## src/rtl/systolic_pkg.sv

```systemverilog
// Shared definitions for the 3x3 systolic feeder: FSM encoding, lane count
// and the index helpers used to pack/unpack lane vectors.
package systolic_pkg;

  localparam int LANES = 3;

  typedef enum logic [1:0] {
    ST_IDLE   = 2'd0,
    ST_STREAM = 2'd1,
    ST_FLUSH  = 2'd2,
    ST_DONE   = 2'd3
  } state_t;

  // Bit offset of lane `lane` in a packed vector of `w`-bit elements.
  function automatic int lane_lsb(input int lane, input int w);
    return lane * w;
  endfunction

  // Row-major element index inside a flattened LANES x LANES matrix.
  function automatic int elem_idx(input int row, input int col);
    return row * LANES + col;
  endfunction

endpackage

```

## src/rtl/feeder_buf.sv

```systemverilog
// Storage for the A and B 3x3 matrices plus the per-row loaded mask.
// Matrices are exposed flattened row-major, element (r,c) at index r*3+c.
module feeder_buf
  import systolic_pkg::*;
#(
  parameter int DATA_W = 4
) (
  input  logic                            clk,
  input  logic                            rst_n,
  input  logic                            wr_en,
  input  logic                            wr_sel,
  input  logic [1:0]                      wr_row,
  input  logic [LANES*DATA_W-1:0]         wr_data,
  output logic [LANES*LANES*DATA_W-1:0]   a_flat,
  output logic [LANES*LANES*DATA_W-1:0]   b_flat,
  output logic                            full
);

  localparam int ROW_W = LANES * DATA_W;

  logic [2*LANES-1:0] mask;

  for (genvar gi = 0; gi < LANES; gi++) begin : g_row
    logic [ROW_W-1:0] a_row;
    logic [ROW_W-1:0] b_row;
    logic             a_ok;
    logic             b_ok;
    logic             wr_a;
    logic             wr_b;

    // Row index 3 never matches, so such writes fall through untouched.
    assign wr_a = wr_en && !wr_sel && (wr_row == 2'(gi));
    assign wr_b = wr_en &&  wr_sel && (wr_row == 2'(gi));

    always_ff @(posedge clk or negedge rst_n) begin
      if (!rst_n) begin
        a_row <= '0;
        b_row <= '0;
        a_ok  <= 1'b0;
        b_ok  <= 1'b0;
      end else begin
        if (wr_a) begin
          a_row <= wr_data;
          a_ok  <= 1'b1;
        end
        if (wr_b) begin
          b_row <= wr_data;
          b_ok  <= 1'b1;
        end
      end
    end

    assign a_flat[elem_idx(gi, 0)*DATA_W +: ROW_W] = a_row;
    assign b_flat[elem_idx(gi, 0)*DATA_W +: ROW_W] = b_row;
    assign mask[gi]         = a_ok;
    assign mask[LANES + gi] = b_ok;
  end

  assign full = &mask;

endmodule

```

## src/rtl/systolic_feeder.sv

```systemverilog
// Streams stored 3x3 A/B matrices into a systolic array: three beats of
// A columns / B rows, then a flush window and a one-cycle done pulse.
module systolic_feeder
  import systolic_pkg::*;
#(
  parameter int DATA_W       = 4,
  parameter int FLUSH_CYCLES = 7
) (
  input  logic                    clk,
  input  logic                    rst_n,
  input  logic                    load_valid,
  output logic                    load_ready,
  input  logic                    load_sel,
  input  logic [1:0]              load_row,
  input  logic [LANES*DATA_W-1:0] load_data,
  input  logic                    start,
  output logic                    start_err,
  output logic                    busy,
  output logic                    done,
  output logic                    valid_out,
  output logic [LANES*DATA_W-1:0] matrix_a_out,
  output logic [LANES*DATA_W-1:0] matrix_b_out
);

  localparam int CNT_W = (FLUSH_CYCLES > 15) ? $clog2(FLUSH_CYCLES + 1) : 4;
  localparam logic [CNT_W-1:0] FLUSH_LAST = (FLUSH_CYCLES > 0) ? CNT_W'(FLUSH_CYCLES - 1) : '0;
  localparam logic [CNT_W-1:0] BEATS      = CNT_W'(LANES);

  state_t                        state;
  logic [CNT_W-1:0]              cnt;
  logic                          wr_en;
  logic                          full;
  logic [LANES*LANES*DATA_W-1:0] a_flat;
  logic [LANES*LANES*DATA_W-1:0] b_flat;
  logic [LANES*DATA_W-1:0]       beat_a;
  logic [LANES*DATA_W-1:0]       beat_b;
  int                            beat_idx;

  assign load_ready = rst_n && (state == ST_IDLE) && !start;
  assign wr_en      = load_valid && load_ready;

  feeder_buf #(
    .DATA_W (DATA_W)
  ) u_buf (
    .clk     (clk),
    .rst_n   (rst_n),
    .wr_en   (wr_en),
    .wr_sel  (load_sel),
    .wr_row  (load_row),
    .wr_data (load_data),
    .a_flat  (a_flat),
    .b_flat  (b_flat),
    .full    (full)
  );

  // Beat to present next: 0 when launching from IDLE, else the counter value.
  always_comb begin
    beat_idx = 0;
    if (state == ST_STREAM && cnt < BEATS) begin
      beat_idx = int'(cnt);
    end
    beat_a = '0;
    beat_b = '0;
    for (int i = 0; i < LANES; i++) begin
      beat_a[lane_lsb(i, DATA_W) +: DATA_W] = a_flat[lane_lsb(elem_idx(i, beat_idx), DATA_W) +: DATA_W];
      beat_b[lane_lsb(i, DATA_W) +: DATA_W] = b_flat[lane_lsb(elem_idx(beat_idx, i), DATA_W) +: DATA_W];
    end
  end

  always_ff @(posedge clk or negedge rst_n) begin
    if (!rst_n) begin
      state        <= ST_IDLE;
      cnt          <= '0;
      start_err    <= 1'b0;
      busy         <= 1'b0;
      done         <= 1'b0;
      valid_out    <= 1'b0;
      matrix_a_out <= '0;
      matrix_b_out <= '0;
    end else begin
      start_err    <= 1'b0;
      done         <= 1'b0;
      valid_out    <= 1'b0;
      matrix_a_out <= '0;
      matrix_b_out <= '0;
      case (state)
        ST_IDLE: begin
          if (start) begin
            if (full) begin
              state        <= ST_STREAM;
              cnt          <= CNT_W'(1);
              busy         <= 1'b1;
              valid_out    <= 1'b1;
              matrix_a_out <= beat_a;
              matrix_b_out <= beat_b;
            end else begin
              start_err <= 1'b1;
            end
          end
        end
        ST_STREAM: begin
          if (cnt == BEATS) begin
            cnt <= '0;
            if (FLUSH_CYCLES == 0) begin
              state <= ST_DONE;
              done  <= 1'b1;
            end else begin
              state <= ST_FLUSH;
            end
          end else begin
            cnt          <= cnt + 1'b1;
            valid_out    <= 1'b1;
            matrix_a_out <= beat_a;
            matrix_b_out <= beat_b;
          end
        end
        ST_FLUSH: begin
          if (cnt == FLUSH_LAST) begin
            cnt   <= '0;
            state <= ST_DONE;
            done  <= 1'b1;
          end else begin
            cnt <= cnt + 1'b1;
          end
        end
        ST_DONE: begin
          state <= ST_IDLE;
          busy  <= 1'b0;
        end
        default: state <= ST_IDLE;
      endcase
    end
  end

endmodule

```

## config.mk

```make
export PLATFORM = sky130hd
export DESIGN_NAME = systolic_feeder
export DESIGN_NICKNAME = d
export VERILOG_FILES = /design/src/rtl/systolic_pkg.sv /design/src/rtl/feeder_buf.sv /design/src/rtl/systolic_feeder.sv
export SDC_FILE = /design/constraint.sdc
export NUM_CORES = 1
export LEC_CHECK = 0
export CAP_MARGIN = 20
export CORE_ASPECT_RATIO = 0.6
export CORE_MARGIN = 2
export CORE_UTILIZATION = 55
export DETAILED_ROUTE_END_ITERATION = 10
export PLACE_DENSITY = 0.72
export SYNTH_ARGS = -nofsm -noshare
export SYNTH_HDL_FRONTEND = slang
export SYNTH_HIERARCHICAL = 1
export SYNTH_SLANG_ARGS = --single-unit
```

## constraint.sdc

```tcl
create_clock -name clk -period 6.94 [get_ports clk]
set_clock_uncertainty 0.05 [all_clocks]
set_input_delay 0.694 -clock clk [delete_from_list [all_inputs] [get_ports clk]]
set_output_delay 0.694 -clock clk [all_outputs]
set_load 0.02 [all_outputs]
```

==> key figures <==
Critical path
  – Biggest cell delay along the critical path: about 0.70 ns
  – WS Path Type: reg2reg
  – Worst-path maximum fanout: 31
  – Type of destination of the critical path: flip-flop
  – Cell repeated most along the worst path: sky130_fd_sc_hd__ha_1
  – List of cells traversed by the critical path: ha_1 -> or4b_1 -> nor2_8 -> ha_1 -> inv_1 -> fa_1 -> inv_1 -> ha_1 -> or2_2 -> a31oi_1 -> a22oi_1 -> o21ai_0 -> o32ai_1
  – Element type at the critical path start: flip-flop
  – Req. time, crit path: about 7.1 ns
  – Cell type of the slowest stage on the worst timing path: sky130_fd_sc_hd__or4b_1
  – Endpoint arrival time on the critical path: about 4.9 ns

Synthesis
  – Seq/Total Area, Yosys: a little under half
  – Count of flip-flops with a built-in enable after synthesis: 0
  – Synthesis Warnings: 6
  – Mean instance size in the synthesized netlist: 12.2 µm²
  – Synth area leaders: sky130_fd_sc_hd__dfrtp_1, sky130_fd_sc_hd__mux2_2, sky130_fd_sc_hd__mux4_2
  – Compound-gate portion of the synthesized area: 10.9%
  – Leading register cell type out of synthesis: sky130_fd_sc_hd__dfrtp_1
  – Share of the synthesized area in the top cell type: between 40% and 50%
  – Proportion of synthesized flip-flops having asynchronous set or reset: 100%
  – Dominant combinational cell family by area after synthesis: multiplexers
  – Yosys top cell by area: sky130_fd_sc_hd__dfrtp_1
  – Leading cell types by count after synthesis: sky130_fd_sc_hd__dfrtp_1, sky130_fd_sc_hd__mux2_2, sky130_fd_sc_hd__o21ai_0
  – Cell count after synthesis: between 500 and 600
  – Fraction of the mapped netlist area in simple logic gates: between 10% and 20%
  – Fraction of synthesized area in multiplexers: roughly 25%
  – Most common cell in the netlist: sky130_fd_sc_hd__dfrtp_1
  – Synthesized-area fraction occupied by xor and xnor cells: less than 1%
  – Count of cell types in the netlist: between 60 and 70
  – Number of synthesized register bits: between 100 and 150
  – Area of the mapped netlist: around 6200 µm²
  – Adder-cell share of the synthesized area: around 3.7%

Clocking
  – CTS sink count: roughly 110
  – Root Buffer: sky130_fd_sc_hd__clkbuf_16
  – Post-cts resize count: 0
  – H-tree levels: 3
  – Hold_buf cts: 0
  – Clock tree from TritonCTS: built
  – Clock buffer depth: 2
  – Clock insertion delay at the later pin of the skew report: between 0.3 and 0.4 ns
  – Clk pin slew, worst setup/hold paths: approximately 0.08 ns
  – Count of buffers added by post-CTS timing repair for setup: 0
  – Num CTS Buffers: 9

Route
  – Antenna Violating Nets Remaining: 0
  – Final routed wire length divided by cell count: 23.0 µm
  – Number of DRC markers after the initial detailed-route iteration: between 400 and 500
  – DRC: 0
  – DR vias: between 4000 and 5000
  – Total wirelength of the detailed-routed design: 16.2 mm
  – Length of the first detailed-routing pass in iterations: 5
  – Routed vias/inst: between 6 and 7

Placement
  – Detailed-placement wirelength estimate: about 12 mm
  – Count of buffers inserted at the top-level ports: 47
  – Pre-CTS setup slack: about 2.3 ns
  – Weighted congestion at the end of routability-driven global placement: 0.912

Floorplan
  – Die height: between 80 and 90 µm
  – Core Footprint: around 11000 µm²
  – Initial core utilization: around 56%
  – Width of the chip: between 100 and 150 µm
  – FP Rows: 30
  – Die Outline Area: ~12000 µm²
  – Ports: 48

Finish
  – Layout cells sized above 1: approximately a quarter
  – Number of diodes: 0
  – Area Overhead vs Synth: 13.3%
  – Number of nets in the layout: ~590

GRT
  – Global Route Usage Sum: 28.2%
  – Via count of the first global-routing pass: 4312
  – Maximum number of pins on one net before global-route repair: 77
  – First-pass GRT wire length: between 20 and 30 mm
  – GRT Residual Overflow: 0
  – Initial antenna violation count: 0

STA
  – Final count of negative-setup-slack endpoints: 0
  – Final number of hold-violating endpoints: 0
  – Headroom to the max-slew limit: 35.6%
  – Maximum clock frequency: ~210 MHz
  – Final hold slack: 0.244 ns
  – Least setup slack across all paths after layout: approximately 2.2 ns
  – Time the final worst path needs with I/O delays and setup: ~4.8 ns
  – Post-route fraction of the period consumed by the critical path: 68.5%
  – Pins Over Slew Limit: 0
  – Setup TNS Final: 0 ns
  – Setup repair after global routing missed its margin: no
  – Slew at the pin closest to its max-slew limit: approximately 0.96 ns

Pwr
  – Combinational power share: around two fifths
  – Pwr Density: roughly 350 nW/µm²
  – Relative contribution of the clock network to total power: 20.4%
  – Worst VDD drop: 0.000172 V
  – Internal Power: around 0.0015 W
  – Switching power as a share of total power: 38.8%
  – Relative contribution of sequential cells to total power: 38.6%
  – Leakage power figure: between 3 and 4 nW
  – P_sw: a little under 0.001 W

Status
  – Result of the run: complete, no violations

Job
  – Number of violations of the max-capacitance limit: 0

Hold path
  – Hold Crit Class: in2async
## cell families after synthesis
| logic type | Yosys count |
|---|---|
| mux | 115 |
| compound gates | 104 |
| fa+ha+maj | 18 |
| xor+xnor | 5 |
| other cells | 2 |
| buf+inv | 51 |
| flops | 112 |
| simple gates | 102 |
## power groups by stage
stage / Sequential [W] / Combinational (W) / Clock, W
floorplan: 0.000940 / 0.000708 / 0
global placement: 0.000957 / 0.000971 / 0
detailed placement: 0.000966 / 0.000995 / 0
CTS: 0.000956 / 0.000999 / 0.000516
global route: 0.000982 / 0.00110 / 0.000547
finish: 0.000963 / 0.00102 / 0.000507
## metal layers
metal | track usage [%] | wire (µm)
met1 | 44.8 | 7710
met2 | 38.4 | 6510
met3 | 8.34 | 1750
met4 | 5.09 | 177
met5 | 0 | 0
## through the flow
stage | util (%) | power [W] | cells | cell area [µm²]
2_1_floorplan | - | 0.00165 | 519 | 6250
3_3_place_gp | 60.6 | 0.00193 | 687 | 6750
3_5_place_dp | 60.6 | 0.00196 | 687 | 6750
4_1_cts | 63.2 | 0.00247 | 702 | 7040
5_1_grt | 63.2 | 0.00263 | 702 | 7040
6_report | 63.2 | 0.00249 | 702 | 7040
## final cells by class
type / instances / area, µm²
repair buffers: 50 / 490
flip-flops and latches: 112 / 2800
clock buffers: 9 / 225
well taps: 144 / 180
fillers: 879 / 4110
clock inverters: 6 / 62.6
inverters: 25 / 96.3
multi-input cells: 356 / 3180
## state kept, by name, indices dropped and copies added (netlist names)
name,count
cnt,4
u_buf/g_row.a_ok,3
busy,1
u_buf/g_row.a_row,36
valid_out,1
start_err,1
matrix_b_out,12
matrix_a_out,12
u_buf/g_row.b_row,36
u_buf/g_row.b_ok,3
done,1
state,2
## critical path, delay by kind of cell (launching register included)
family	cells	cell delay, ns
AO/OA/AOI/OAI	4	0.51
adder cells (fa/ha/maj)	4	1.65
buffers and inverters	2	0.16
AND/OR/NAND/NOR	3	1.59
flip-flops	1	0.65
## placed cells by master, fill, tap and decap left out, types with 4 or more instances in the layout
cell and n:
sky130_fd_sc_hd__a211oi_1 5, sky130_fd_sc_hd__a21o_1 7, sky130_fd_sc_hd__a21oi_1 21, sky130_fd_sc_hd__a22oi_1 4, sky130_fd_sc_hd__a31oi_1 13, sky130_fd_sc_hd__a32oi_1 5
sky130_fd_sc_hd__and2_1 6, sky130_fd_sc_hd__buf_4 4, sky130_fd_sc_hd__clkbuf_16 9, sky130_fd_sc_hd__clkdlybuf4s50_1 46, sky130_fd_sc_hd__conb_1 12, sky130_fd_sc_hd__dfrtp_1 112
sky130_fd_sc_hd__ha_1 17, sky130_fd_sc_hd__inv_1 23, sky130_fd_sc_hd__mux2_2 81, sky130_fd_sc_hd__mux2i_1 14, sky130_fd_sc_hd__mux4_1 9, sky130_fd_sc_hd__mux4_2 11
sky130_fd_sc_hd__nand2_1 16, sky130_fd_sc_hd__nand2b_1 7, sky130_fd_sc_hd__nand3_1 12, sky130_fd_sc_hd__nand4_1 6, sky130_fd_sc_hd__nor2_1 16, sky130_fd_sc_hd__nor3_1 6
sky130_fd_sc_hd__o21ai_0 27, sky130_fd_sc_hd__o221ai_1 7, sky130_fd_sc_hd__o32ai_1 4, sky130_fd_sc_hd__or2_2 7, sky130_fd_sc_hd__xor2_1 4
## path summary, 6_finish.rpt
path                                            to                start  cells after the start  slack (ns)
setup / recovery                   matrix_b_out[8]               cnt[1]                     13        2.19
hold / removal                           start_err                rst_n                      1        0.24
setup reg to reg                   matrix_b_out[8]               cnt[1]                     13        2.19
hold reg to reg                u_buf/g_row[0].b_ok  u_buf/g_row[0].b_ok                      1        0.42
max in group asynchronous  u_buf/g_row[2].a_row[8]                rst_n                      2        5.29
min in group clk               u_buf/g_row[0].b_ok  u_buf/g_row[0].b_ok                      1        0.42
(Power assumes the default switching activity.)
